## src/rtl/rtc_bus_cycle.sv

```systemverilog
// Bus-cycle engine for the RTC multiplexed address/data bus: address phase, gap, data phase.
// Optional write-verify readback is enabled by defining RTC_WRITE_VERIFY_EN.
module rtc_bus_cycle #(
    parameter int SETUP_CYC  = 2,
    parameter int STROBE_CYC = 10,
    parameter int HOLD_CYC   = 2,
    parameter int GAP_CYC    = 4
) (
    input  logic       clk,
    input  logic       reset,
    input  logic       req,
    input  logic       req_wr,
    input  logic [7:0] req_addr,
    input  logic [7:0] req_wdata,
    output logic       busy,
    output logic       done,
    output logic [7:0] rdata,
    output logic       verify_err,
    output logic       ad,
    output logic       cs_n,
    output logic       wr_n,
    output logic       rd_n,
    output logic [7:0] bus_out,
    output logic       bus_oe,
    input  logic [7:0] bus_in
);

    localparam int MAX_SS  = (SETUP_CYC > STROBE_CYC) ? SETUP_CYC : STROBE_CYC;
    localparam int MAX_HG  = (HOLD_CYC > GAP_CYC) ? HOLD_CYC : GAP_CYC;
    localparam int MAX_CYC = (MAX_SS > MAX_HG) ? MAX_SS : MAX_HG;
    localparam int CW      = $clog2(MAX_CYC) + 1;

    if (SETUP_CYC < 1 || STROBE_CYC < 1 || HOLD_CYC < 1 || GAP_CYC < 1) begin : g_bad_param
        $error("rtc_bus_cycle: all timing parameters must be at least 1");
    end

    typedef enum logic [3:0] {
        IDLE, A_SET, A_STB, A_HLD, GAP, D_SET, D_STB, D_HLD, DONE
    } state_t;

    state_t        state, state_n;
    logic [CW-1:0] cnt;
    logic          wr_q;
    logic [7:0]    addr_q;
    logic [7:0]    wdata_q;
    logic [7:0]    rdata_q;
    logic          last_cyc;
    logic          accept;
    logic          op_rd;
    logic          gap_to_addr;
    logic          rb_next;

    // Down-counter reload value for the first cycle of each timed state.
    function automatic logic [CW-1:0] load_val(input state_t s);
        case (s)
            A_SET, D_SET: load_val = CW'(SETUP_CYC - 1);
            A_STB, D_STB: load_val = CW'(STROBE_CYC - 1);
            A_HLD, D_HLD: load_val = CW'(HOLD_CYC - 1);
            GAP:          load_val = CW'(GAP_CYC - 1);
            default:      load_val = '0;
        endcase
    endfunction

    assign last_cyc = (cnt == '0);
    assign accept   = (state == IDLE) && req;

`ifdef RTC_WRITE_VERIFY_EN
    // rb_q marks the readback pass; rb_gap_q marks a gap that leads into a fresh address phase.
    logic rb_q;
    logic rb_gap_q;
    logic verify_err_q;

    assign op_rd       = ~wr_q | rb_q;
    assign gap_to_addr = rb_gap_q;
    assign rb_next     = wr_q & ~rb_q;
    assign verify_err  = verify_err_q;

    always_ff @(posedge clk) begin
        if (reset) begin
            rb_q         <= 1'b0;
            rb_gap_q     <= 1'b0;
            verify_err_q <= 1'b0;
        end else begin
            if (accept) begin
                rb_q         <= 1'b0;
                rb_gap_q     <= 1'b0;
                verify_err_q <= 1'b0;
            end else if (state == D_HLD && last_cyc) begin
                if (rb_q) begin
                    verify_err_q <= (rdata_q != wdata_q);
                end else if (wr_q) begin
                    rb_q     <= 1'b1;
                    rb_gap_q <= 1'b1;
                end
            end else if (state == GAP && last_cyc) begin
                rb_gap_q <= 1'b0;
            end
        end
    end
`else
    assign op_rd       = ~wr_q;
    assign gap_to_addr = 1'b0;
    assign rb_next     = 1'b0;
    assign verify_err  = 1'b0;
`endif

    // NOTE: every combinational output gets a default first so no path can infer a latch.
    always_comb begin
        state_n = state;
        case (state)
            IDLE:  if (req)      state_n = A_SET;
            A_SET: if (last_cyc) state_n = A_STB;
            A_STB: if (last_cyc) state_n = A_HLD;
            A_HLD: if (last_cyc) state_n = GAP;
            GAP:   if (last_cyc) state_n = gap_to_addr ? A_SET : D_SET;
            D_SET: if (last_cyc) state_n = D_STB;
            D_STB: if (last_cyc) state_n = D_HLD;
            D_HLD: if (last_cyc) state_n = rb_next ? GAP : DONE;
            DONE:                state_n = IDLE;
            default:             state_n = IDLE;
        endcase
    end

    // NOTE: sequential state uses non-blocking assignments only.
    always_ff @(posedge clk) begin
        if (reset) begin
            state   <= IDLE;
            cnt     <= '0;
            wr_q    <= 1'b0;
            addr_q  <= '0;
            wdata_q <= '0;
            rdata_q <= '0;
        end else begin
            state <= state_n;
            if (state_n != state) begin
                cnt <= load_val(state_n);
            end else if (!last_cyc) begin
                cnt <= cnt - 1'b1;
            end
            if (accept) begin
                wr_q    <= req_wr;
                addr_q  <= req_addr;
                wdata_q <= req_wdata;
            end
            if (state == D_STB && last_cyc && op_rd) begin
                rdata_q <= bus_in;
            end
        end
    end

    // Strobes and bus drive decode directly from the registered state.
    always_comb begin
        ad      = 1'b1;
        cs_n    = 1'b1;
        wr_n    = 1'b1;
        rd_n    = 1'b1;
        bus_oe  = 1'b0;
        bus_out = 8'h00;
        case (state)
            A_SET, A_HLD: begin
                ad      = 1'b0;
                bus_oe  = 1'b1;
                bus_out = addr_q;
            end
            A_STB: begin
                ad      = 1'b0;
                bus_oe  = 1'b1;
                bus_out = addr_q;
                cs_n    = 1'b0;
                wr_n    = 1'b0;
            end
            D_SET, D_HLD: begin
                if (!op_rd) begin
                    bus_oe  = 1'b1;
                    bus_out = wdata_q;
                end
            end
            D_STB: begin
                cs_n = 1'b0;
                if (op_rd) begin
                    rd_n = 1'b0;
                end else begin
                    wr_n    = 1'b0;
                    bus_oe  = 1'b1;
                    bus_out = wdata_q;
                end
            end
            default: ;
        endcase
    end

    assign busy  = (state != IDLE) && (state != DONE);
    assign done  = (state == DONE);
    assign rdata = rdata_q;

endmodule

```

## config.mk

```make
export PLATFORM = sky130hd
export DESIGN_NAME = rtc_bus_cycle
export DESIGN_NICKNAME = d
export VERILOG_FILES = /design/src/rtl/rtc_bus_cycle.sv
export SDC_FILE = /design/constraint.sdc
export NUM_CORES = 1
export LEC_CHECK = 0
export BUFFER_PORTS_ARGS = -buffer_cell sky130_fd_sc_hd__buf_2
export CAP_MARGIN = 20
export CORE_MARGIN = 10
export CORE_UTILIZATION = 53
export DETAILED_ROUTE_END_ITERATION = 10
export GPL_TIMING_DRIVEN = 0
export PLACE_DENSITY = 0.83
export SLEW_MARGIN = 20
export SYNTH_ARGS = -nofsm -noshare
export SYNTH_HDL_FRONTEND = slang
export SYNTH_SLANG_ARGS = --single-unit
```

## constraint.sdc

```tcl
create_clock -name clk -period 4.25 [get_ports clk]
set_input_delay 0 -clock clk [delete_from_list [all_inputs] [get_ports clk]]
set_output_delay 0 -clock clk [all_outputs]
set_load 0.01 [all_outputs]
```

==> flow_summary.ini, run 1 <==
[outcome]
status = completed

[drt]
drt_wl_total_mm = 4.43
first_pass_iters = 4
vias = 1529
drtIter0Drc = 48
ant_nets = 0
drc_errors = 0
routed_via_density = 5.17
routedWlPerCell_um = 15.0

[power]
power_density_nw_per_um2 = 486
ir_drop_mv = 0.278
p_leak_nw = 1.03
power_mw = 1.08

[clock_tree]
clkTransAtPathRegs_ps = 100
clkSinkCount = 34
ctsHtreeMaxLevel = 2
cts_root_buffer = clkbuf_4
cts_buffers = 5
clkLatencyLatePin_ps = 330
clock_path_buffers = 2
cts_tree = yes
cts_setup_buffers = 0

[die]
top_level_ports = 52
rows = 19
core_area_um2 = 2830
die_width_um = 74.9
die_area_um2 = 5610
floorplan.initialDensity = 0.564
die_h_um = 74.9

[synthesis]
yosysSeqAreaShare = 0.426
synth_area_per_cell_um2 = 8.87
synth_warnings = 0
syn-num-nets = 210
synth_ff_type = dfxtp_1
ys_types = 32
ys_async_sr_fraction = 0
synthesis.area_um2 = 1600
synth_edf_count = 0
yosys_register_bits = 34
synthCells = 180

[placed_design]
dp.final_hpwl_mm = 3.02
routabilityCongestion = 0.977
place_area_um2 = 1890
io_buffers = 50

[layout]
utilization = 0.783
num-fill-cells = 200
diodes = 0
drive_gt1_frac = 0.253
finalNetCount = 294
final_area_um2 = 2220
area_growth_pct = 38.8

[worst_setup_path]
worst_path_largest_cell_delay_ps = 530
cp_slowest_cell = nor4b_2
path_class = flop to flop
worstSetupEndpointType = flop
start_kind = flop
critPathMaxFanout = 8
path_cells = inv_1, ha_1, nor4b_2, nand3_2, mux2i_1, nor2_1
worstPathArrival_ps = 2130
worstPathRequired_ps = 4460

[sta]
fin_crit_ps = 1920
maxSlewViolCount = 0
fin_crit_sh = 0.452
clock_skew_ps = 7.06
max_freq_ghz = 0.521
worst_slew_pin_slew_ps = 614
setup-violations-final = 0
hold_viol_final = 0
slew_headroom = 0.588
hold_slack_ps = 395
fin_tns_setup_ps = 0
rsz0062_at_grt = no

[hold_path]
holdCritPathClass = primary input to flop

[global_routing]
grt_max_degree = 11
grt_antenna_before_repair = 0
track_usage = 0.172
grt_pass1_vias = 1554
grt_overflow_total = 0
grt_pass1_wl_mm = 7.47

[flow_run]
timing.max_cap.violations = 0
==> flip-flops by register name (all words and copies together), names as in the netlist <==
| signal | flops |
|---|---|
| addr_q | 8 |
| cnt | 5 |
| rdata | 8 |
| state | 4 |
| wdata_q | 8 |
| wr_q | 1 |
==> kinds of logic after synthesis <==
kind of cell,share of synthesized area
adder cells (fa/ha/maj),0.0157
AO/OA/AOI/OAI,0.0682
flip-flops,0.426
AND/OR/NAND/NOR,0.251
multiplexers,0.157
buffers and inverters,0.0580
XOR/XNOR,0.0219
other,0.00235
==> per-stage QoR <==
step                      worst slack, ps  instances
final                                2330        296
after global routing                 2180        296
after CTS                            2320        296
after detailed placement             2350        261
after global placement               2420        261
after floorplan                      2610        180
==> cells in the mapped netlist, types with 2 or more instances <==
library cell	count	area, µm²
dfxtp_1	34	681
mux2i_1	25	250
nand3_1	9	45.0
a21oi_1	12	60.1
xor2_1	2	17.5
inv_1	4	15.0
nor2_1	33	124
nand2_1	7	26.3
nand2b_1	9	56.3
or3_1	4	25.0
xnor2_1	2	17.5
o21ai_0	4	20.0
clkbuf_1	7	26.3
buf_4	2	15.0
ha_1	2	25.0
nor2b_1	2	12.5
nor3_1	7	35.0
==> routing by layer <==
metal	wire, µm	up-vias	track usage	part of all wire
li1	-	775	-	-
met1	1760	703	0.179	0.40
met2	2290	44	0.301	0.52
met3	329	7	0.0841	0.074
met4	55	0	0.0504	0.012
met5	0	-	0	0
==> cell usage in the layout (no fill, tap or decap), drive strengths merged, types with 5 or more instances in the layout <==
| master | count |
|---|---|
| buf | 55 |
| dfxtp | 34 |
| nor2 | 33 |
| dlygate4sd3 | 27 |
| mux2i | 25 |
| clkbuf | 14 |
| a21oi | 12 |
| nand3 | 10 |
| nand2b | 9 |
| nor3 | 8 |
| nand2 | 7 |
| o21ai | 5 |
==> timing repair <==
action | 4_1_cts | 5_1_grt
gates resized for setup | 0 | 0
hold buffers | 27 | 0
endpoints found under the hold margin | 29 | 0
==> worst paths after layout <==
path / startpoint / end / slack (ps) / cells after the start
min: reset / cnt[3] / 400 / 3
min reg2reg: cnt[4] / cnt[4] / 510 / 2
max: cnt[0] / rdata[5] / 2330 / 6
max reg2reg: cnt[0] / rdata[5] / 2330 / 6
==> final cells by class <==
type                       count  area, µm²  area share
buffer                        12       77.6      0.0350
clock inverter                 1       5.00     0.00226
sequential                    34        681       0.307
tap                           31       38.8      0.0175
inverter                       4       15.0     0.00678
timing repair buffer          77        520       0.235
clock buffer                   7       55.1      0.0248
multi-input combinational    130        823       0.372
==> where the power goes <==
part | switching (mW) | internal (mW)
logic | 0.245 | 0.224
clock network | 0.107 | 0.0802
registers | 0.0459 | 0.374
==> critical path: cells and delay by family (launching register included) <==
kind | cells | cell delay [ps]
adder cells (fa/ha/maj) | 1 | 180
AND/OR/NAND/NOR | 3 | 930
multiplexers | 1 | 250
flip-flops | 1 | 350
buffers and inverters | 1 | 90
(Power assumes the default switching activity.)
==> inputs of run 2 (changes only) <==
ABC_AREA = 1   (was not set)
CORE_UTILIZATION = 45   (was 53)
PLACE_DENSITY = 0.75   (was 0.83)
clock period = 1.7 ns   (was 4.25 ns; I/O delays follow)
==> flow_summary.ini, run 2 <==
[synthesis]
ys_types = 24
synth_warnings = 0
netlist.area_leader.share = 0.431
synthesis.area_um2 = 1580
synth_edf_count = 0
yosys-top-cells-count = dfxtp_1 (34), inv_1 (34), nor2_1 (33)
ys_async_sr_fraction = 0
yosysTopAreaCell = dfxtp_1
synth_area_per_cell_um2 = 7.20
yosys_register_bits = 34
syn-num-nets = 249
synth_ff_type = dfxtp_1
synthTopCellsByArea = dfxtp_1 (43%), o21ai_0 (9.5%), inv_1 (8.1%)
yosysSeqAreaShare = 0.431
synthCells = 219

[worst_setup_path]
r2r_cells = 12
path_class = flop to flop
crit_cells = 12
cp_slowest_cell = dfxtp_2
crit_family = simple AND/OR/NAND/NOR gates
r2r-start = cnt[0]
worstSetupStartpoint = cnt[0]
start_kind = flop
worst-path-buf-inv = 3
critPathMaxFanout = 8
path_cells = inv_2, ha_4, inv_1, nor2_4, nand2_4, o21ai_1, a21oi_2, nor2_1, inv_1, nand3_1, nand2_1, a21oi_1
worstPathArrival_ps = 1920
critPathMostFrequentCell = inv_1
worstPathRequired_ps = 1960
worstSetupEndpointType = flop
worst_path_largest_cell_delay_ps = 350

[die]
rows = 21
die_width_um = 79.2
die_area_um2 = 6270
floorplan.initialDensity = 0.469
core_area_um2 = 3360
die_h_um = 79.2
top_level_ports = 52

[sta]
hold_viol_final = 0
fin_crit_ps = 1660
rsz0062_at_grt = yes
setup_ws_ps = 39.4
max_freq_ghz = 0.602
maxSlewViolCount = 0
clock_skew_ps = 6.06
setup-violations-final = 0
hold_slack_ps = 33.0
fin_crit_sh = 0.977

[layout]
seq_area_um2 = 684
finalNetCount = 334
final_common_cell = buf_2
area_growth_pct = 45.8
multi_input_area_um2 = 787
diodes = 0
mostFrequentLayoutCells = buf_2 (50), inv_1 (32), nor2_1 (31), dfxtp_1 (31), o21ai_0 (28)
num-fill-cells = 291
drive_gt1_frac = 0.295

[placed_design]
dp.final_hpwl_mm = 2.99
io_buffers = 49
routabilityCongestion = 0.884
dp_slack_ps = 16.5

[power]
ir_drop_mv = 0.718
power_density_nw_per_um2 = 1370
p_leak_nw = 1.10

[drt]
first_pass_iters = 4
vias = 1679
drtIter0Drc = 77
ant_nets = 0
routed_via_density = 4.78
drc_errors = 0
drt_wl_total_mm = 4.48
routedWlPerCell_um = 12.8

[global_routing]
grt_antenna_before_repair = 0
track_usage = 0.144
grt_max_degree = 11
grt_overflow_total = 0
grt_pass1_wl_mm = 7.42
grt_pass1_vias = 1617

[hold_path]
holdCritStartpoint = reset
hold_depth = 2
holdCritPathClass = primary input to flop

[clock_tree]
clkSinkCount = 34
cts_root_buffer = clkbuf_4
clkTransAtPathRegs_ps = 100
clock_path_buffers = 2
ctsHtreeMaxLevel = 2
clkLatencyLatePin_ps = 330
cts_buffers = 5
cts_tree = yes

[flow_run]
timing.max_cap.violations = 0

[outcome]
status = completed
run 2: metal layers:
layer,global-route usage,part of all wire
met5,0,0
met3,0.0529,0.063
met2,0.233,0.50
met1,0.168,0.43
met4,0.0591,0.014
run 2: worst reg2reg max path, stage by stage, from the launching register on:
cell and delay [ps]:
dfxtp_2 350, inv_2 80, ha_4 120, inv_1 50
nor2_4 140, nand2_4 100, o21ai_1 180, a21oi_2 60
nor2_1 190, inv_1 90, nand3_1 70, nand2_1 50
a21oi_1 110
run 2: where the power goes:
group / switching, mW / internal (mW)
Sequential: 0.0951 / 0.960
Clock: 0.259 / 0.312
Combinational: 0.927 / 0.604
run 2: cell type report:
type | instances | share of cell area
multi-input combinational | 141 | 0.342
buffer | 7 | 0.0141
tap | 46 | 0.0250
timing repair buffer | 78 | 0.228
sequential | 34 | 0.297
clock buffer | 7 | 0.0196
clock inverter | 1 | 0.0131
inverter | 37 | 0.0604
run 2: logic make-up (layout without fill, tap and decap cells):
family          after synthesis  after routing  share of synthesized area
simple gates                 76             76                      0.230
compound gates               58             58                      0.190
buf+inv                      44            130                      0.108
flops                        34             34                      0.431
xor+xnor                      4              4                     0.0222
fa+ha+maj                     2              2                     0.0159
other cells                   1              1                    0.00238
run 2: worst paths after layout:
| kind | slack (ps) | end |
|---|---|---|
| max | 40 | cnt[0] |
| min | 30 | state[0] |
| max reg2reg | 40 | cnt[0] |
| min reg2reg | 460 | wdata_q[4] |
run 2: stage by stage:
step	power [mW]	area, µm²	utilization	std cells	setup TNS [ps]
final	3.16	2300	0.684	351	0
after global routing	3.40	2300	0.684	351	-346
after CTS	2.95	2210	0.658	347	0
after detailed placement	2.32	1880	0.559	314	0
after global placement	2.30	1880	0.559	314	0
after floorplan	1.99	1580	-	219	0
run 2: timing repair:
item,in CTS,in global routing
pin swaps,0,5
gates resized for setup,3,20
cloned,0,0
endpoints found under the hold margin,25,0
setup endpoints to repair,10,23
hold buffers,25,0
setup buffers,0,4
